### src/rtl/controlador_de_sessao_pkg.sv
// controlador_de_sessao_pkg: shared states, valid user codes and timing defaults for the session controller
package controlador_de_sessao_pkg;
  typedef enum logic [1:0] {OCIOSO, USUARIO, ATIVO, ERRO} estado_t;
  localparam int TIMEOUT_PADRAO = 15;
  localparam int ERRO_TICKS_PADRAO = 3;
  localparam logic [2:0] USR_A = 3'b001;
  localparam logic [2:0] USR_B = 3'b011;
  localparam logic [2:0] USR_C = 3'b101;
  localparam logic [2:0] USR_D = 3'b110;
  function automatic logic usuario_valido(input logic [2:0] sw);
    return sw inside {USR_A, USR_B, USR_C, USR_D};
  endfunction
endpackage

### src/rtl/controlador_de_sessao_detector_de_borda.sv
// detector_de_borda: one-cycle press pulse on a rising level, suppressed on the first edge after reset
module detector_de_borda (
  input  logic clk,
  input  logic rst_n,
  input  logic i_btn,
  output logic o_press
);
  logic r_prev;
  logic r_armado;
  always_ff @(posedge clk or negedge rst_n)
    if (!rst_n) begin
      r_prev   <= 1'b0;
      r_armado <= 1'b0;
    end else begin
      r_prev   <= i_btn;
      r_armado <= 1'b1;
    end
  // a button held through reset release must not look like a fresh press
  assign o_press = i_btn & ~r_prev & r_armado;
endmodule

### src/rtl/controlador_de_sessao.sv
// controlador_de_sessao: login/function session FSM with inactivity timeout and timed error state
module controlador_de_sessao
  import controlador_de_sessao_pkg::*;
#(
  parameter int TIMEOUT    = TIMEOUT_PADRAO,
  parameter int ERRO_TICKS = ERRO_TICKS_PADRAO
) (
  input  logic       clk,
  input  logic       rst_n,
  input  logic [2:0] Sw,
  input  logic       Confirma,
  input  logic       Sair,
  input  logic       Tick,
  output logic [2:0] User,
  output logic [2:0] Func,
  output logic       Ativo,
  output logic       Erro
);
  estado_t    r_estado, w_prox;
  logic [2:0] r_user, r_func, w_user, w_func;
  logic [3:0] r_cnt, w_cnt;
  logic [2:0] r_out_user, r_out_func;
  logic       r_ativo, r_erro;
  logic       w_conf, w_sair;
  detector_de_borda u_conf (.clk(clk), .rst_n(rst_n), .i_btn(Confirma), .o_press(w_conf));
  detector_de_borda u_sair (.clk(clk), .rst_n(rst_n), .i_btn(Sair), .o_press(w_sair));
  always_comb begin
    w_prox = r_estado;
    w_user = r_user;
    w_func = r_func;
    w_cnt  = r_cnt;
    case (r_estado)
      OCIOSO: if (w_conf) begin
        w_prox = usuario_valido(Sw) ? USUARIO : ERRO;
        w_user = usuario_valido(Sw) ? Sw : 3'b000;
      end
      USUARIO, ATIVO:
        if (w_sair) w_prox = OCIOSO;
        else if (w_conf && Sw != 3'b000) begin
          w_prox = ATIVO;
          w_func = Sw;
          w_cnt  = 4'd0;
        end else if (Tick) begin
          w_cnt  = r_cnt + 4'd1;
          w_prox = (w_cnt == 4'(TIMEOUT)) ? OCIOSO : r_estado;
        end
      ERRO: if (Tick) begin
        w_cnt  = r_cnt + 4'd1;
        w_prox = (w_cnt == 4'(ERRO_TICKS)) ? OCIOSO : ERRO;
      end
    endcase
    w_cnt  = (w_prox != r_estado) ? 4'd0 : w_cnt;
    w_user = (w_prox == OCIOSO) ? 3'b000 : w_user;
    w_func = (w_prox == OCIOSO) ? 3'b000 : w_func;
  end
  always_ff @(posedge clk or negedge rst_n)
    if (!rst_n) begin
      r_estado   <= OCIOSO;
      r_user     <= 3'b000;
      r_func     <= 3'b000;
      r_cnt      <= 4'd0;
      r_out_user <= 3'b000;
      r_out_func <= 3'b000;
      r_ativo    <= 1'b0;
      r_erro     <= 1'b0;
    end else begin
      r_estado   <= w_prox;
      r_user     <= w_user;
      r_func     <= w_func;
      r_cnt      <= w_cnt;
      r_out_user <= (w_prox == ATIVO) ? w_user : 3'b000;
      r_out_func <= (w_prox == ATIVO) ? w_func : 3'b000;
      r_ativo    <= w_prox == ATIVO;
      r_erro     <= w_prox == ERRO;
    end
  assign User  = r_out_user;
  assign Func  = r_out_func;
  assign Ativo = r_ativo;
  assign Erro  = r_erro;
endmodule

### config.mk
export PLATFORM = sky130hd
export DESIGN_NAME = controlador_de_sessao
export DESIGN_NICKNAME = d
export VERILOG_FILES = /design/src/rtl/controlador_de_sessao_pkg.sv /design/src/rtl/controlador_de_sessao_detector_de_borda.sv /design/src/rtl/controlador_de_sessao.sv
export SDC_FILE = /design/constraint.sdc
export NUM_CORES = 1
export LEC_CHECK = 0
export ABC_AREA = 1
export BUFFER_PORTS_ARGS = -buffer_cell sky130_fd_sc_hd__clkbuf_2
export CORE_UTILIZATION = 40
export CTS_BUF_LIST = sky130_fd_sc_hd__clkbuf_8
export DETAILED_ROUTE_END_ITERATION = 7
export GPL_ROUTABILITY_DRIVEN = 1
export GPL_TIMING_DRIVEN = 0
export HOLD_SLACK_MARGIN = 0.1
export PLACE_DENSITY = 0.55
export SYNTH_ARGS = -nofsm -noshare
export SYNTH_HDL_FRONTEND = slang
export SYNTH_SLANG_ARGS = --single-unit
export TNS_END_PERCENT = 50
### constraint.sdc
create_clock -name clk -period 2.7 [get_ports clk]
set_input_delay 0.54 -clock clk [delete_from_list [all_inputs] [get_ports clk]]
set_output_delay 0.54 -clock clk [all_outputs]
set_load 0.1 [all_outputs]
Word-level counts from Yosys, hierarchy flattened

Index checks and enable logic that the tools add are counted.

Flip-flop bits (word level): 23
Bits of input ports: 8
Output and inout port bits: 8
Word-level logic and storage cells: 63

$add $sub $neg: 1
Equality and inequality tests: 13
Mux-type cells: 24
Bitwise operators: 6
Reductions and logical operators: 8

Operators by type and width:

| cell                                          | count |
|---|---|
| two-way mux 3 bit                             | 10 |
| two-way mux 2 bit                             | 8 |
| two-way mux 4 bit                             | 4 |
| == test 2 bit, second input constant          | 4 |
| case mux 4 bit (2 select lines)               | 1 |
| == test 3 bit, second input constant          | 2 |
| case mux 2 bit (3 select lines)               | 1 |
| nonzero test 3 bit                            | 2 |
| adder 4 x 1 -> 4 bit, second input constant   | 1 |
| bitwise AND 1 bit                             | 4 |
| == test 4 x 2 -> 1 bit, second input constant | 1 |
| == test 4 bit, second input constant          | 1 |
| logical NOT 2 bit                             | 2 |
| nonzero test 4 bit                            | 1 |
| == test 3 x 1 -> 1 bit, second input constant | 1 |
| == test 3 x 2 -> 1 bit, second input constant | 1 |
| inequality test 3 bit, second input constant  | 1 |
| == test 2 x 1 -> 1 bit, second input constant | 1 |
| inequality test 2 bit                         | 1 |
| inverter 1 bit                                | 2 |
| AND reduction 2 bit                           | 1 |
| OR reduction 2 bit                            | 1 |
| logical AND 1 bit                             | 1 |

Logic depth before layout (Yosys ltp)

Gate-level depths: netlist of the first run.

Depth in word-level cells: 10
Mapped depth: 13
Mapped depth without buffers: 13

Cells and area by module

Synthesis of the first run repeated with hierarchy kept, for this count alone.

Cells, all modules: 155
Area total of the unflattened synthesis: 1,226.2 µm²

Modules (own cells, without submodules):

| module                | instances | cells each | area each (µm²) | seq. area each (µm²) |
|---|---|---|---|---|
| controlador_de_sessao | 1         | 145        | 1,098.6         | 500.5 |
| detector_de_borda     | 2         | 5          | 63.8            | 50.0 |

Least setup slack after synthesis of the first run

No wires, ideal clock.

Path type: register to register
From: register r_estado[0]
To: register r_user[1]
Library setup time: 0.126 ns
Data arrival time: 1.433 ns
Data required time: 2.574 ns
Setup slack: 1.141 ns
Cell stages (with the launch flop): 11
Path buffers: 0
Clock period less this slack: 1.559 ns
Cells stage by stage: dfrtp_1 > inv_1 > ha_1 > o21ai_2 > nor2_4 > nor2_1 > nand3_2 > nand2_2 > nand2_1 > inv_2 > nor2_1

Word-level cells in the longest chain between the ends: 7

RTL lines:

| element                         | line                        | text |
|---|---|---|
| start, declared                 | controlador_de_sessao.sv:19 | `estado_t r_estado, w_prox;` |
| start signal, assigned          | controlador_de_sessao.sv:67 | `r_estado <= w_prox;` |
| two-way mux 2 bit               | controlador_de_sessao.sv:45 | `w_prox = (w_cnt == 4'(TIMEOUT)) ? OCIOSO : r_estado;` |
| two-way mux 2 bit               | controlador_de_sessao.sv:43 | `end else if (Tick) begin` |
| two-way mux 2 bit               | controlador_de_sessao.sv:39 | `else if (w_conf && Sw != 3'b000) begin` |
| two-way mux 2 bit               | controlador_de_sessao.sv:38 | `if (w_sair) w_prox = OCIOSO;` |
| case mux 2 bit (3 select lines) | controlador_de_sessao.sv:32 | `case (r_estado)` |
| logical NOT 2 bit               | controlador_de_sessao.sv:53 | `w_user = (w_prox == OCIOSO) ? 3'b000 : w_user;` |
| two-way mux 3 bit (*)           | controlador_de_sessao.sv:53 |  |
| net w_user[1]                   | controlador_de_sessao.sv:20 | `logic [2:0] r_user, r_func, w_user, w_func;` |
| end signal, assigned            | controlador_de_sessao.sv:68 | `r_user <= w_user;` |
| end, declared                   | controlador_de_sessao.sv:20 |  |

The timed path passes the listed nets; every way through them passes the cells marked *.
A chain may end at the register's enable or synchronous reset.

Final worst setup path of the first run

From: register r_estado[0]
To: register r_out_user[0], in the netlist User[0]

RTL lines:

| element                                                 | line                        | text |
|---|---|---|
| == test 2 x 1 -> 1 bit or == test 2 bit (tied branches) | controlador_de_sessao.sv:32 |  |
| OR reduction 2 bit                                      | controlador_de_sessao.sv:32 |  |
| case mux 2 bit (3 select lines) (*)                     | controlador_de_sessao.sv:32 |  |
| net w_prox[1]                                           | controlador_de_sessao.sv:19 |  |
| logical NOT 2 bit                                       | controlador_de_sessao.sv:53 |  |
| two-way mux 3 bit                                       | controlador_de_sessao.sv:53 |  |
| two-way mux 3 bit (*)                                   | controlador_de_sessao.sv:71 | `r_out_user <= (w_prox == ATIVO) ? w_user : 3'b000;` |
| end signal, assigned                                    | controlador_de_sessao.sv:71 |  |
| end, declared                                           | controlador_de_sessao.sv:22 | `logic [2:0] r_out_user, r_out_func;` |

Marks and branches as above.

==> flow_summary_export.csv, run 1 <==
group,metric,value,unit
synthesis,synthXorXnorAreaFrac,0,%
clock_tree,cts_root_buf,"clkbuf_8",
sta,finalCritPeriodShare,67.5,%
synthesis,yosys-top-cells-area,"dfrtp_1 49%, nand2_1 8.5%, nor2_1 7.3%",
global_route,globalRouteTotalUtil,14.8,%
sta,hold_violations,0,
die,io_pins,16,
sta,final.min_clock_period,1.82,ns
sta,max_slew.worst_pin.slew,0.559,ns
critical_path,cpLargestDelayFamily,"simple AND/OR/NAND/NOR gates",
sta,rsz0062_at_grt,"no",
detailed_routing,routedWlPerCell,11.1,microns
synthesis,synth_nets,155,
status,status,"completed",
synthesis,ys_types,22,
die,row_count,19,
die,coreArea,2780,sq um
synthesis,synthCells,142,
die,die_x,56.5,microns
synthesis,synth_top_area_share,48.5,%
placed_design,port_buffers,15,
global_route,grt_pass1_vias,844,
clock_tree,cts_resized,0,
clock_tree,cts_buffer_depth,2,
clock_tree,post_cts_buffers,0,
clock_tree,clock_latency,0.26,ns
clock_tree,cts_hold_buf,0,
critical_path,critPathBufInv,2,
power_and_ir_drop,powerDensity,1210,nW/um^2
final_layout,regArea,576,sq um
synthesis,synth_compound_area_share,8.54,%
critical_path,setup.worst_path.start,"r_estado[0]$_DFF_PN0_",
synthesis,synth_area_per_cell,8.35,sq um
critical_path,worstPathRequired,2.85,ns
sta,maxSlewViolCount,0,
clock_tree,clkTransAtPathRegs,0.08,ns
placed_design,place.gp.congestion,0.775,
critical_path,start_kind,"flop",
detailed_routing,ant_nets,0,
critical_path,r2r_start,"r_estado[0]$_DFF_PN0_",
min_path,holdCritPathClass,"input pin to async pin",
sta,finalSetupViolations,0,
critical_path,worst_path_max_delay_cell,"dfrtp_1",
detailed_routing,vias,910,
detailed_routing,drtIter0Drc,17,
synthesis,ys_ff_latch,23,
critical_path,arrival,1.97,ns
synthesis,synth_top_family_by_area,"simple AND/OR/NAND/NOR gates",
clock_tree,cts_tree,"done",
detailed_routing,drc,0,
critical_path,worst-setup-path-type,"flop to flop",
run,cap_viol_max_count,0,
power_and_ir_drop,power,0.00163,W
critical_path,max_stage_delay,0.41,ns
critical_path,reg2reg_depth,10,
die,dieArea,3190,sq um
sta,slew_headroom,62.8,%
global_route,grt_pass1_wl,3640,microns
critical_path,path_depth,10,
final_layout,fillers,288,
power_and_ir_drop,ir_worst_vdd,0.000693,V
synthesis,yosys.area_share.simple,30.2,%
synthesis,synth_top_area_cell,"dfrtp_1",
synthesis,synth_area,1190,sq um
global_route,antenna_found_initial,0,
critical_path,cp_max_fo,7,
final_layout,drive_gt1_share,24.8,%
final_layout,multi_input_area,536,sq um
detailed_routing,viasPerCell,4.74,
clock_tree,cts-buffers-inserted,3,
synthesis,yosys_warnings,0,
sta,clock_skew,0.00401,ns
final_layout,fin_nets,175,
placed_design,hpwl,1620,microns
final_layout,syn_to_final_growth,13.5,%
clock_tree,htreeDepth,1,
synthesis,synth-seq-area-share,48.5,%
die,die_h,56.5,microns
critical_path,crit_chain,"inv_1 -> ha_1 -> o21ai_2 -> nor2_4 -> nor2_1 -> nand3_2 -> nand2_2 -> inv_2 -> nand2_2 -> nor2_1",
global_route,grt_overflow,0,
power_and_ir_drop,power.leakage,0.694,nW
synthesis,synthMuxAreaShare,0.844,%
sta,setup_tns,0,ns
final_layout,antenna_cells,0,
die,start_util,42.6,%
clock_tree,numClockSinks,23,
global_route,grt_max_degree,24,
critical_path,worstSetupEndpointType,"flop",
detailed_routing,routed_wl,2130,microns
synthesis,synth_fa_ha_area_share,5.27,%
detailed_routing,drt_pass1_iterations,3,
sta,fmax,0.549,GHz
==> metrics by stage <==
step	worst slack [ns]	hold slack, ns	instances	area (sq um)	utilization [%]
2_1_floorplan	1.14	0.244	142	1190	-
3_3_place_gp	0.912	0.520	188	1300	46.7
6_report	0.877	0.256	192	1350	48.4
4_1_cts	0.875	0.274	192	1350	48.4
5_1_grt	0.734	0.293	192	1350	48.4
3_5_place_dp	0.885	0.530	188	1300	46.7
==> power by group <==
part           leakage [nW]  internal (W)  total, W  switching, W
Sequential            0.306      0.000439  0.000497     0.0000585
Combinational         0.363      0.000249  0.000923      0.000674
Clock                0.0255      0.000103  0.000206      0.000103
==> sequential cells by signal, summed over array words and instances (netlist names), 2 cells and up <==
| name | flops |
|---|---|
| User | 3 |
| Func | 3 |
| r_estado | 2 |
| r_func | 3 |
| r_user | 3 |
| r_cnt | 4 |
==> metal layers <==
metal  up-vias  share of wire, %  global-route usage [%]
li1        482                 -                       -
met1       411                49                    20.4
met2        13                47                    23.4
met3         4               2.1                    2.07
met4         0               1.6                    6.27
met5         -                 0                       0
==> cell usage after synthesis <==
cell      instances
nand3_2           2
nand2_1          27
o21ai_1           4
inv_2             4
conb_1            1
ha_1              5
nand2_4           1
a22oi_1           1
nand2_2          10
dfrtp_1          23
nor2_1           23
a21boi_0          1
nand3_1           7
o211ai_1          3
nor2_2            1
a21oi_1           4
o21ai_0           3
mux2i_1           1
o21ai_2           1
nand4_1           2
inv_1            16
nor2_4            2
==> path summary, 6_finish.rpt <==
check                      slack (ns)                        end
max                              0.88          User[0]$_DFF_PN0_
min                              0.26  u_sair.r_armado$_DFF_PN0_
max reg2reg                      0.88          User[0]$_DFF_PN0_
min reg2reg                      0.54          Func[1]$_DFF_PN0_
max in group asynchronous        2.08    u_sair.r_prev$_DFF_PN0_
min in group clk                 0.40    u_conf.r_prev$_DFF_PN0_
==> cell families (layout without fill, tap and decap cells) <==
family          Yosys count  count (layout)
buf+inv                  20              39
fa+ha+maj                 5               5
flops                    23              23
simple gates             75              75
other cells               1               1
compound gates           17              17
mux                       1               1
==> placed cells by master, fill, tap and decap left out, types with 5 or more instances in the layout <==
master    count
inv_1        16
nand2_1      27
nand2_2      10
ha_1          5
nand3_1       7
nor2_1       23
dfrtp_1      23
clkbuf_2     15
==> area by class of cell <==
cell class | count | area share [%]
Clock inverter | 1 | 0.372
Inverter | 20 | 5.58
Clock buffer | 3 | 3.07
Tap cell | 31 | 2.88
Multi-Input combinational cell | 99 | 39.8
Timing Repair Buffer | 15 | 5.58
Sequential cell | 23 | 42.8
Note: power is estimated with default switching activity, not from simulation.
==> run 2, diff against run 1 <==
--- a/config.mk
+++ b/config.mk
@@ -13,7 +13,7 @@
 export GPL_ROUTABILITY_DRIVEN = 1
 export GPL_TIMING_DRIVEN = 0
 export HOLD_SLACK_MARGIN = 0.1
-export PLACE_DENSITY = 0.55
+export PLACE_DENSITY = 0.57
 export SYNTH_ARGS = -nofsm -noshare
 export SYNTH_HDL_FRONTEND = slang
 export SYNTH_SLANG_ARGS = --single-unit
==> constraint.sdc (replaced) <==
create_clock -name clk -period 1.5 [get_ports clk]
set_input_delay 0.3 -clock clk [delete_from_list [all_inputs] [get_ports clk]]
set_output_delay 0.3 -clock clk [all_outputs]
set_load 0.1 [all_outputs]
==> run 2 against run 1 <==
  * The flow now finishes with violations (setup timing)
  * Register-to-register slack got worse by 0.99 ns
  * Critical path depth increased by 1
  * First-iteration DRC count rose by 82%
  * Sequential power is 81% higher
  * Non-clock buffer count increased by 10
  * Setup slack worse by 0.99 ns
  * Clock skew is 0.0018 ns lower
  * Hold slack got worse by 0.097 ns
  * Core utilization up 6.5 points
  * Final cell count grew 5.2%
  * Power grew 120%
  * Global-route usage rose by 0.66 points
  * Largest cell class is now multi-input gates
==> flow_summary_export.csv, run 2 (synthesis results as in run 1) <==
group,metric,value,unit
status,status,"finished, violations left",
status,violations,"setup timing",
global_route,globalRouteTotalUtil,15.5,%
run,cap_viol_max_count,0,
critical_path,cp_max_fo,6,
critical_path,worstSetupEndpointType,"flop",
clock_tree,numClockSinks,23,
die,dieArea,3190,sq um
global_route,grt_pass1_vias,889,
min_path,min-delay-start,"Sair",
detailed_routing,viasPerCell,5.04,
sta,rsz0062_at_grt,"yes",
detailed_routing,routedWlPerCell,12.4,microns
sta,worst_slack,-0.114,ns
power_and_ir_drop,power.leakage,0.761,nW
placed_design,hpwl,1660,microns
clock_tree,htreeDepth,1,
sta,slew_headroom,63.5,%
die,die_x,56.5,microns
power_and_ir_drop,powerDensity,2300,nW/um^2
critical_path,crit_chain,"inv_2 -> ha_4 -> o21ai_4 -> nor2_4 -> nor2_2 -> nand3_4 -> nand2_4 -> nand2_2 -> nand2_2 -> nand2_4 -> nor2_2",
sta,fmax,0.620,GHz
critical_path,start_kind,"flop",
global_route,grt_pass1_wl,3800,microns
min_path,holdCritPathClass,"input pin to flop",
die,start_util,42.6,%
detailed_routing,ant_nets,0,
critical_path,worstPathRequired,1.70,ns
detailed_routing,drc,0,
final_layout,drive_gt1_share,40.9,%
critical_path,arrival,1.81,ns
clock_tree,cts_tree,"done",
sta,max_slew.worst_pin.slew,0.547,ns
global_route,grt_overflow,0,
final_layout,mostFrequentLayoutCells,"23 x dfrtp_1, 20 x nand2_1, 18 x nor2_1",
die,coreArea,2780,sq um
final_layout,final_common_cell,"dfrtp_1",
critical_path,worst_path_max_delay_cell,"dfrtp_1",
die,die_h,56.5,microns
detailed_routing,vias,1019,
critical_path,max_stage_delay,0.40,ns
sta,maxSlewViolCount,0,
detailed_routing,drtIter0Drc,31,
clock_tree,cts_root_buf,"clkbuf_8",
sta,final.min_clock_period,1.61,ns
clock_tree,clock_latency,0.26,ns
sta,finalSetupViolations,17,
sta,clock_skew,0.00223,ns
sta,hold_slack,0.159,ns
placed_design,port_buffers,15,
critical_path,r2r_start,"r_estado[0]$_DFF_PN0_",
global_route,grt_max_degree,24,
sta,finalCritPeriodShare,108,%
critical_path,worst-setup-path-type,"flop to flop",
critical_path,setup.worst_path.start,"r_estado[0]$_DFF_PN0_",
power_and_ir_drop,power,0.00352,W
final_layout,antenna_cells,0,
final_layout,syn_to_final_growth,28.8,%
die,io_pins,16,
final_layout,regMostFlops,"r_cnt",
detailed_routing,routed_wl,2510,microns
power_and_ir_drop,ir_worst_vdd,0.00174,V
final_layout,largest_reg_flops,4,
sta,hold_violations,0,
final_layout,fin_nets,185,
die,row_count,19,
clock_tree,clkTransAtPathRegs,0.08,ns
clock_tree,cts-buffers-inserted,3,
detailed_routing,drt_pass1_iterations,4,
clock_tree,cts_buffer_depth,2,
global_route,antenna_found_initial,0,
placed_design,place.gp.congestion,0.818,
run 2: cell types whose count changed in the layout (fill, tap and decap cells not counted), moves of 3 or more:
cell | before | now
buf_4 | 0 | 9
nand2_1 | 27 | 20
nor2_1 | 23 | 18
nor2_2 | 1 | 6
nand2_2 | 10 | 14
inv_1 | 16 | 13
nand2_4 | 1 | 4
run 2: critical path, delay by kind of cell (launching register included):
kind                       cells  cell delay (ns)
and+or+nand+nor                8             0.74
DFF                            1             0.40
adders and majority gates      1             0.22
buffers and inverters          1             0.10
AOI/OAI and AO/OA              1             0.09
run 2: metrics by stage:
step           util, %  cells  instance area (sq um)  worst slack, ns  TNS [ns]
2_1_floorplan        -    142                   1210           0.0194         0
3_3_place_gp      47.5    188                   1320           -0.138     -2.16
3_5_place_dp      47.5    188                   1320           -0.174     -2.75
4_1_cts           52.2    201                   1450           -0.112     -1.56
5_1_grt           54.9    202                   1530           -0.227     -3.61
6_report          54.9    202                   1530           -0.114     -1.64
run 2: final cells by class:
class                           count  area, sq um
Clock buffer                        3         41.3
Clock inverter                      1         5.00
Fill cell                         268         1250
Inverter                           20         77.6
Multi-Input combinational cell     99          637
Sequential cell                    23          576
Tap cell                           31         38.8
Timing Repair Buffer               25          153
run 2: path summary, 6_finish.rpt:
| check | end | slack (ns) | cells after the start |
|---|---|---|---|
| max in group asynchronous | r_estado[1]$_DFF_PN0_ | 0.58 | 2 |
| min in group asynchronous | Ativo$_DFF_PN0_ | 0.56 | 2 |
| worst min register to register | User[2]$_DFF_PN0_ | 0.57 | 2 |
| worst max register to register | r_cnt[0]$_DFFE_PN0P_ | -0.11 | 11 |
| worst min-delay path | u_sair.r_prev$_DFF_PN0_ | 0.16 | 1 |
| worst max-delay path | r_cnt[0]$_DFFE_PN0P_ | -0.11 | 11 |
run 2: what timing repair did:
item,4_1_cts,5_1_grt
endpoints found under the setup margin,18,20
resized for setup,5,19
setup buffers,8,1
pin swaps,6,12
hold buffers,1,0
hold endpoints to repair,23,0
run 2: layer usage:
metal	wire, microns	up-vias	global-route usage [%]
met2	1230	24	24.7
met1	1120	483	19.5
li1	-	502	-
met4	56	0	6.62
met5	0	-	0
met3	103	10	4.38
run 2: where the power goes:
part	internal, W	total (W)	switching [W]
Combinational	0.000752	0.00225	0.00150
Sequential	0.000790	0.000900	0.000110
Clock	0.000185	0.000366	0.000182
